`src/rtl/regfile_wb_arbiter_if.sv`:
```
// Writeback bus between the ALU/load requesters and the RegFile write-port arbiter,
// including the registered RegFile write port driven by the arbiter.
interface regfile_wb_arbiter_if #(
   parameter int DATA_W = 16,
   parameter int ADDR_W = 3
) ();
   logic              alu_req;
   logic [ADDR_W-1:0] alu_reg;
   logic [DATA_W-1:0] alu_data;
   logic              alu_ack;
   logic              mem_req;
   logic [ADDR_W-1:0] mem_reg;
   logic [DATA_W-1:0] mem_data;
   logic              mem_ack;
   logic              reg_write;
   logic [ADDR_W-1:0] writeReg;
   logic [DATA_W-1:0] write_data;

   modport master (
      output alu_req, alu_reg, alu_data, mem_req, mem_reg, mem_data,
      input  alu_ack, mem_ack, reg_write, writeReg, write_data
   );

   modport slave (
      input  alu_req, alu_reg, alu_data, mem_req, mem_reg, mem_data,
      output alu_ack, mem_ack, reg_write, writeReg, write_data
   );
endinterface

```
`src/rtl/regfile_wb_arbiter.sv`:
```
// Round-robin arbiter for the single RegFile write port (ALU vs. loads) with a per-register
// pending-write scoreboard for RAW hazard detection. Optional forwarding: REGFILE_WB_FWD_EN.
module regfile_wb_arbiter #(
   parameter int DATA_W  = 16,
   parameter int ADDR_W  = 3,
   parameter int PEND_W  = 2,
   parameter int R0_ZERO = 1
) (
   input  logic                clk,
   input  logic                rst_n,
   regfile_wb_arbiter_if.slave wb,
   input  logic                issue_valid,
   input  logic [ADDR_W-1:0]   issue_reg,
   output logic                issue_ready,
   input  logic [ADDR_W-1:0]   readReg1,
   input  logic [ADDR_W-1:0]   readReg2,
   output logic                hazard1,
   output logic                hazard2
`ifdef REGFILE_WB_FWD_EN
   ,
   output logic                fwd1_valid,
   output logic                fwd2_valid,
   output logic [DATA_W-1:0]   fwd1_data,
   output logic [DATA_W-1:0]   fwd2_data
`endif
);

   localparam int                NREG      = 1 << ADDR_W;
   localparam logic [PEND_W-1:0] PEND_MAX  = {PEND_W{1'b1}};
   localparam logic [PEND_W-1:0] PEND_ZERO = {PEND_W{1'b0}};
   localparam logic [ADDR_W-1:0] REG_ZERO  = {ADDR_W{1'b0}};
`ifdef REGFILE_WB_FWD_EN
   localparam logic [PEND_W-1:0] PEND_ONE  = PEND_W'(1);
`endif

   typedef enum logic {
      RR_ALU = 1'b0,
      RR_MEM = 1'b1
   } rr_t;

   rr_t               rr_last_r;
   rr_t               rr_last_s;
   logic              grant_alu_s;
   logic              grant_mem_s;
   logic              wr_en_s;
   logic [ADDR_W-1:0] sel_reg_s;
   logic [DATA_W-1:0] sel_data_s;
   logic              reg_write_r;
   logic [ADDR_W-1:0] write_reg_r;
   logic [DATA_W-1:0] write_data_r;
   logic [PEND_W-1:0] pend_r [NREG];
   logic [NREG-1:0]   inc_s;
   logic [NREG-1:0]   dec_s;
   logic [PEND_W-1:0] pend1_s;
   logic [PEND_W-1:0] pend2_s;

   function automatic logic is_r0(input logic [ADDR_W-1:0] r);
      return (R0_ZERO != 0) && (r == REG_ZERO);
   endfunction

   // Round-robin grant, next round-robin state and selection of the winning writeback.
   always_comb begin
      grant_alu_s = 1'b0;
      grant_mem_s = 1'b0;
      wr_en_s     = 1'b0;
      rr_last_s   = rr_last_r;
      sel_reg_s   = wb.alu_reg;
      sel_data_s  = wb.alu_data;
      if (wb.alu_req && (!wb.mem_req || (rr_last_r == RR_MEM))) begin
         grant_alu_s = 1'b1;
         rr_last_s   = RR_ALU;
      end else if (wb.mem_req) begin
         grant_mem_s = 1'b1;
         rr_last_s   = RR_MEM;
         sel_reg_s   = wb.mem_reg;
         sel_data_s  = wb.mem_data;
      end else begin
         rr_last_s   = rr_last_r;
      end
      wr_en_s = (grant_alu_s || grant_mem_s) && !is_r0(sel_reg_s);
   end

   // Round-robin state register; MEM after reset so the ALU wins the first tie.
   always_ff @(posedge clk or negedge rst_n) begin
      if (!rst_n) begin
         rr_last_r <= RR_MEM;
      end else begin
         rr_last_r <= rr_last_s;
      end
   end

   // Registered write stage; address/data hold when nothing is written.
   always_ff @(posedge clk or negedge rst_n) begin
      if (!rst_n) begin
         reg_write_r  <= 1'b0;
         write_reg_r  <= REG_ZERO;
         write_data_r <= {DATA_W{1'b0}};
      end else begin
         reg_write_r <= wr_en_s;
         if (wr_en_s) begin
            write_reg_r  <= sel_reg_s;
            write_data_r <= sel_data_s;
         end
      end
   end

   assign wb.alu_ack    = grant_alu_s;
   assign wb.mem_ack    = grant_mem_s;
   assign wb.reg_write  = reg_write_r;
   assign wb.writeReg   = write_reg_r;
   assign wb.write_data = write_data_r;

   assign issue_ready = (pend_r[issue_reg] != PEND_MAX);

   // Per-register increment (accepted issue) and decrement (committed write) strobes.
   always_comb begin
      inc_s = {NREG{1'b0}};
      dec_s = {NREG{1'b0}};
      for (int r = 0; r < NREG; r++) begin
         if (issue_valid && issue_ready && (issue_reg == ADDR_W'(r)) && !is_r0(ADDR_W'(r))) begin
            inc_s[r] = 1'b1;
         end else begin
            inc_s[r] = 1'b0;
         end
         if (reg_write_r && (write_reg_r == ADDR_W'(r))) begin
            dec_s[r] = 1'b1;
         end else begin
            dec_s[r] = 1'b0;
         end
      end
   end

   // Pending-write counters; a decrement at zero is ignored.
   always_ff @(posedge clk or negedge rst_n) begin
      if (!rst_n) begin
         for (int r = 0; r < NREG; r++) begin
            pend_r[r] <= PEND_ZERO;
         end
      end else begin
         for (int r = 0; r < NREG; r++) begin
            case ({inc_s[r], dec_s[r]})
               2'b10:   pend_r[r] <= pend_r[r] + PEND_W'(1);
               2'b01:   pend_r[r] <= (pend_r[r] != PEND_ZERO) ? pend_r[r] - PEND_W'(1) : PEND_ZERO;
               default: pend_r[r] <= pend_r[r];
            endcase
         end
      end
   end

   // Hazard (and optional forwarding) outputs for the two decode read ports.
   always_comb begin
      pend1_s = pend_r[readReg1];
      pend2_s = pend_r[readReg2];
      hazard1 = 1'b0;
      hazard2 = 1'b0;
`ifdef REGFILE_WB_FWD_EN
      fwd1_valid = reg_write_r && (write_reg_r == readReg1) && !is_r0(readReg1);
      fwd2_valid = reg_write_r && (write_reg_r == readReg2) && !is_r0(readReg2);
      fwd1_data  = write_data_r;
      fwd2_data  = write_data_r;
      hazard1 = (pend1_s != PEND_ZERO) && !is_r0(readReg1) && !((pend1_s == PEND_ONE) && fwd1_valid);
      hazard2 = (pend2_s != PEND_ZERO) && !is_r0(readReg2) && !((pend2_s == PEND_ONE) && fwd2_valid);
`else
      hazard1 = (pend1_s != PEND_ZERO) && !is_r0(readReg1);
      hazard2 = (pend2_s != PEND_ZERO) && !is_r0(readReg2);
`endif
   end

endmodule

```
`src/flat_wrapper.sv`:
```
// flat-port wrapper written by rule: the top's interface ports become plain ports
module regfile_wb_arbiter_flat 
#(
   parameter int DATA_W  = 16,
   parameter int ADDR_W  = 3,
   parameter int PEND_W  = 2,
   parameter int R0_ZERO = 1
)
  (clk, rst_n, issue_valid, issue_reg, issue_ready, readReg1, readReg2, hazard1, hazard2, wb_alu_req, wb_alu_reg, wb_alu_data, wb_mem_req, wb_mem_reg, wb_mem_data, wb_alu_ack, wb_mem_ack, wb_reg_write, wb_writeReg, wb_write_data);
  regfile_wb_arbiter_if #(.DATA_W(DATA_W), .ADDR_W(ADDR_W)) wb_i ();
  input  logic clk;
  input  logic rst_n;
  input  logic issue_valid;
  input  logic [ADDR_W-1:0] issue_reg;
  output logic issue_ready;
  input  logic [ADDR_W-1:0] readReg1;
  input  logic [ADDR_W-1:0] readReg2;
  output logic hazard1;
  output logic hazard2;
  input wire logic [$bits(wb_i.alu_req)-1:0] wb_alu_req;
  input wire logic [$bits(wb_i.alu_reg)-1:0] wb_alu_reg;
  input wire logic [$bits(wb_i.alu_data)-1:0] wb_alu_data;
  input wire logic [$bits(wb_i.mem_req)-1:0] wb_mem_req;
  input wire logic [$bits(wb_i.mem_reg)-1:0] wb_mem_reg;
  input wire logic [$bits(wb_i.mem_data)-1:0] wb_mem_data;
  output wire logic [$bits(wb_i.alu_ack)-1:0] wb_alu_ack;
  output wire logic [$bits(wb_i.mem_ack)-1:0] wb_mem_ack;
  output wire logic [$bits(wb_i.reg_write)-1:0] wb_reg_write;
  output wire logic [$bits(wb_i.writeReg)-1:0] wb_writeReg;
  output wire logic [$bits(wb_i.write_data)-1:0] wb_write_data;
  assign wb_i.alu_req = wb_alu_req;
  assign wb_i.alu_reg = wb_alu_reg;
  assign wb_i.alu_data = wb_alu_data;
  assign wb_i.mem_req = wb_mem_req;
  assign wb_i.mem_reg = wb_mem_reg;
  assign wb_i.mem_data = wb_mem_data;
  assign wb_alu_ack = wb_i.alu_ack;
  assign wb_mem_ack = wb_i.mem_ack;
  assign wb_reg_write = wb_i.reg_write;
  assign wb_writeReg = wb_i.writeReg;
  assign wb_write_data = wb_i.write_data;
  regfile_wb_arbiter #(.DATA_W(DATA_W), .ADDR_W(ADDR_W), .PEND_W(PEND_W), .R0_ZERO(R0_ZERO)) u_core (.clk(clk), .rst_n(rst_n), .wb(wb_i), .issue_valid(issue_valid), .issue_reg(issue_reg), .issue_ready(issue_ready), .readReg1(readReg1), .readReg2(readReg2), .hazard1(hazard1), .hazard2(hazard2));
endmodule
```
`config.mk`:
```
export PLATFORM = sky130hd
export DESIGN_NAME = regfile_wb_arbiter_flat
export DESIGN_NICKNAME = d
export VERILOG_FILES = /design/src/rtl/regfile_wb_arbiter_if.sv /design/src/rtl/regfile_wb_arbiter.sv /design/src/flat_wrapper.sv
export SDC_FILE = /design/constraint.sdc
export NUM_CORES = 1
export LEC_CHECK = 0
export CORE_ASPECT_RATIO = 0.75
export CORE_MARGIN = 3
export CORE_UTILIZATION = 35
export CTS_CLUSTER_SIZE = 8
export DETAILED_ROUTE_END_ITERATION = 7
export PLACE_DENSITY = 0.74
export SLEW_MARGIN = 25
export SYNTH_ARGS = -nofsm -noshare
export SYNTH_HDL_FRONTEND = slang
export SYNTH_SLANG_ARGS = --single-unit
```
`constraint.sdc`:
```
create_clock -name clk -period 2.4 [get_ports clk]
set_input_delay 0.24 -clock clk [delete_from_list [all_inputs] [get_ports clk]]
set_output_delay 0.24 -clock clk [all_outputs]
set_load 0.02 [all_outputs]
```
==> impl_metrics.toml <==
[yosys]
synth.avg_cell_area_sq_um = 9.47
yosys.area_share.adder_pct = 11.0
yosys_warnings = 0
synth_seq_cells = 37
ys_seq_area_share_pct = 38.7
synth_top_family_by_area = "compound AO/OA/AOI/OAI gates"
synth_top_area_share_pct = 37.6
yosysTopAreaCell = "dfrtp_1"
yosysUniqueCellTypes = 33
synth_xor_xnor_area_share_pct = 0
yosys-mux-area-fraction_pct = 11.6
synthSimpleGateAreaFrac_pct = 14.9
syn_inst = 253
synthTopCellsByArea = "dfrtp_1 (38%), ha_1 (11%), mux2i_1 (8.4%)"
synth_compound_area_share_pct = 20.1
synth_fp_nets = 326
synthesis.area_sq_um = 2400

[timing]
setup_viol = 0
period_share_pct = 91.5
period_needed_ns = 2.20
final_hold_viol_count = 0
max_freq_mhz = 455
relSlewSlack_pct = 43.1
skew_ns = 0.00740
slew_violations = 0
whs_ns = 0.0547
worst_pin_slew_ns = 0.853
rsz0062_at_grt = "no"

[global_routing]
grt_usage_pct = 15.9
grt_max_degree = 38
grt_pass1_wl_mm = 10.1
grt_antenna_before_repair = 0
grt_pass1_vias = 2168
grt.overflow.total = 0

[setup_path]
end_kind = "primary output"
required_ns = 2.16
path_max_fanout = 7
r2r_cells = 7
r2r_slack_ns = 0.46
r2r-start = "u_core.pend_r[9]$_DFFE_PN0P_"
crit_path_start_kind = "input port"
path_class = "input port to primary output"
worstSetupStartpoint = "readReg2[2]"
worstPathArrival_ns = 1.96
setup.worst_path.end = "hazard2"
regToRegEndpoint = "u_core.pend_r[9]$_DFFE_PN0P_"

[floorplan]
ios = 77
die_w_microns = 102
core-area_sq_um = 6470
die_h_microns = 77.7
dieArea_sq_um = 7890
floorplan.initialDensity_pct = 37.0
fp-row-count = 25

[place]
port_buffers = 76
dpl.hpwl_mm = 4.79
place.gp.congestion = 0.774

[flow_run]
cap_violations = 0

[cts]
cts_buffers = 5
cts_tree = "yes"
clock_sinks = 37
clk_latency_ns = 0.29
clockBufferDepth = 2
htree_num_levels = 2
post-cts-setup-buffer-count = 0
cts_root_buf = "clkbuf_8"
clk_pin_slew_ns = 0.07

[routing]
wl_per_cell_microns = 14.4
ant_nets = 0
viasPerCell = 5.16
wl_mm = 6.03
dr_total_vias = 2168
initialDrtViolationCount = 101
dr.pass1.iters = 4
drc = 0

[layout]
drive_gt1_share_pct = 12.1
syn_to_final_growth_pct = 42.5
post-route-util_pct = 52.7
nNetsFinal = 411
diodes = 0

[power]
static-leakage-power_nw = 1.40
p_per_area_nw_per_um2 = 765
totalPowerFinal_mw = 2.61
vdd_ir_drop_max_mv = 0.332

[hold_path]
hold_class = "input port to asynchronous set/reset pin"

[run_status]
status = "finished clean"
## Yosys cell counts, drive strengths merged
master	instances
nor3	18
nand2	17
buf	4
or4	1
dfrtp	36
dfstp	1
and2	1
nand3	7
a21oi	47
o21ai	14
inv	11
a211oi	11
nor2b	1
mux2	5
ha	21
o211ai	1
clkbuf	4
mux2i	21
or2	1
nor2	13
a21boi	3
o2111a	1
a22oi	1
nand4	1
nand2b	3
nor3b	9
## timing repair
action                     4_1_cts  5_1_grt
setup endpoints to repair        1        1
gates resized for setup          1        3
hold buffers                     0        0
hold endpoints to repair         0        0
## per-stage QoR
step	TNS (ns)	setup WS [ns]	cells	instance area, sq um
floorplan	0	0.693	253	2400
global placement	-0.0557	-0.0557	412	3290
detailed placement	-0.0961	-0.0961	412	3290
CTS	0	0.0100	420	3410
global route	0	0.106	420	3410
finish	0	0.204	420	3410
## cell usage in the layout (no fill, tap or decap), types with 11 or more instances in the layout
master / netlist / layout
clkdlybuf4s50_1: 0 / 73
a21oi_1: 38 / 38
dfrtp_1: 36 / 34
ha_1: 21 / 21
mux2i_1: 20 / 20
nor3_1: 18 / 18
nand2_1: 17 / 17
nor2_1: 13 / 13
a211oi_1: 11 / 11
o21ai_0: 11 / 11
## critical path: stages
cell and delay [ns]:
clkdlybuf4s50_1 0.59, nor3_1 0.07, a211oi_1 0.22, a21oi_1 0.06, a21oi_1 0.15, clkdlybuf4s50_1 0.62
## cell families (layout without fill, tap and decap cells)
kind of cell	Yosys count	count (layout)
AOI/OAI and AO/OA	78	78
and+or+nand+nor	72	72
DFF	37	37
adders and majority gates	21	21
buffers and inverters	19	105
muxes	26	26
## how the worst min path moves through the flow
stage / end / slack, ns
2_1_floorplan: u_core.pend_r[0]$_DFFE_PN0P_ / -0.06
3_3_place_gp: u_core.pend_r[9]$_DFFE_PN0P_ / 0.40
3_5_place_dp: u_core.pend_r[8]$_DFFE_PN0P_ / 0.41
4_1_cts: u_core.wb.write_data[11]$_DFFE_PN0P_ / 0.09
5_1_grt: u_core.pend_r[8]$_DFFE_PN0P_ / 0.12
6_report: u_core.pend_r[8]$_DFFE_PN0P_ / 0.05
## where the power goes
part	internal [mW]	switching (mW)	total, mW	leakage (nW)
clock	0.339	0.223	0.562	0.0585
sequential	0.797	0.215	1.01	0.423
combinational	0.522	0.517	1.04	0.921
## per-layer routing
metal | track usage (%) | vias up | share of wire (%)
li1 | - | 1091 | -
met1 | 21.5 | 1028 | 48
met2 | 25.9 | 45 | 48
met3 | 3.23 | 4 | 3.3
met4 | 3.59 | 0 | 0.51
met5 | 0 | - | 0
## final cells by class
class / count / area (sq um)
Multi-Input combinational cell: 197 / 1380
Clock buffer: 7 / 86.3
Clock inverter: 1 / 30.0
Sequential cell: 37 / 930
Timing Repair Buffer: 86 / 845
Inverter: 11 / 41.3
Tap cell: 81 / 101
Fill cell: 609 / 3060
## state kept, by name, indices dropped and copies added, names as in the netlist
name                  count
u_core.rr_last_r          1
u_core.wb.writeReg        3
u_core.pend_r            16
u_core.wb.write_data     16
u_core.wb.reg_write       1
(Power assumes the default switching activity.)
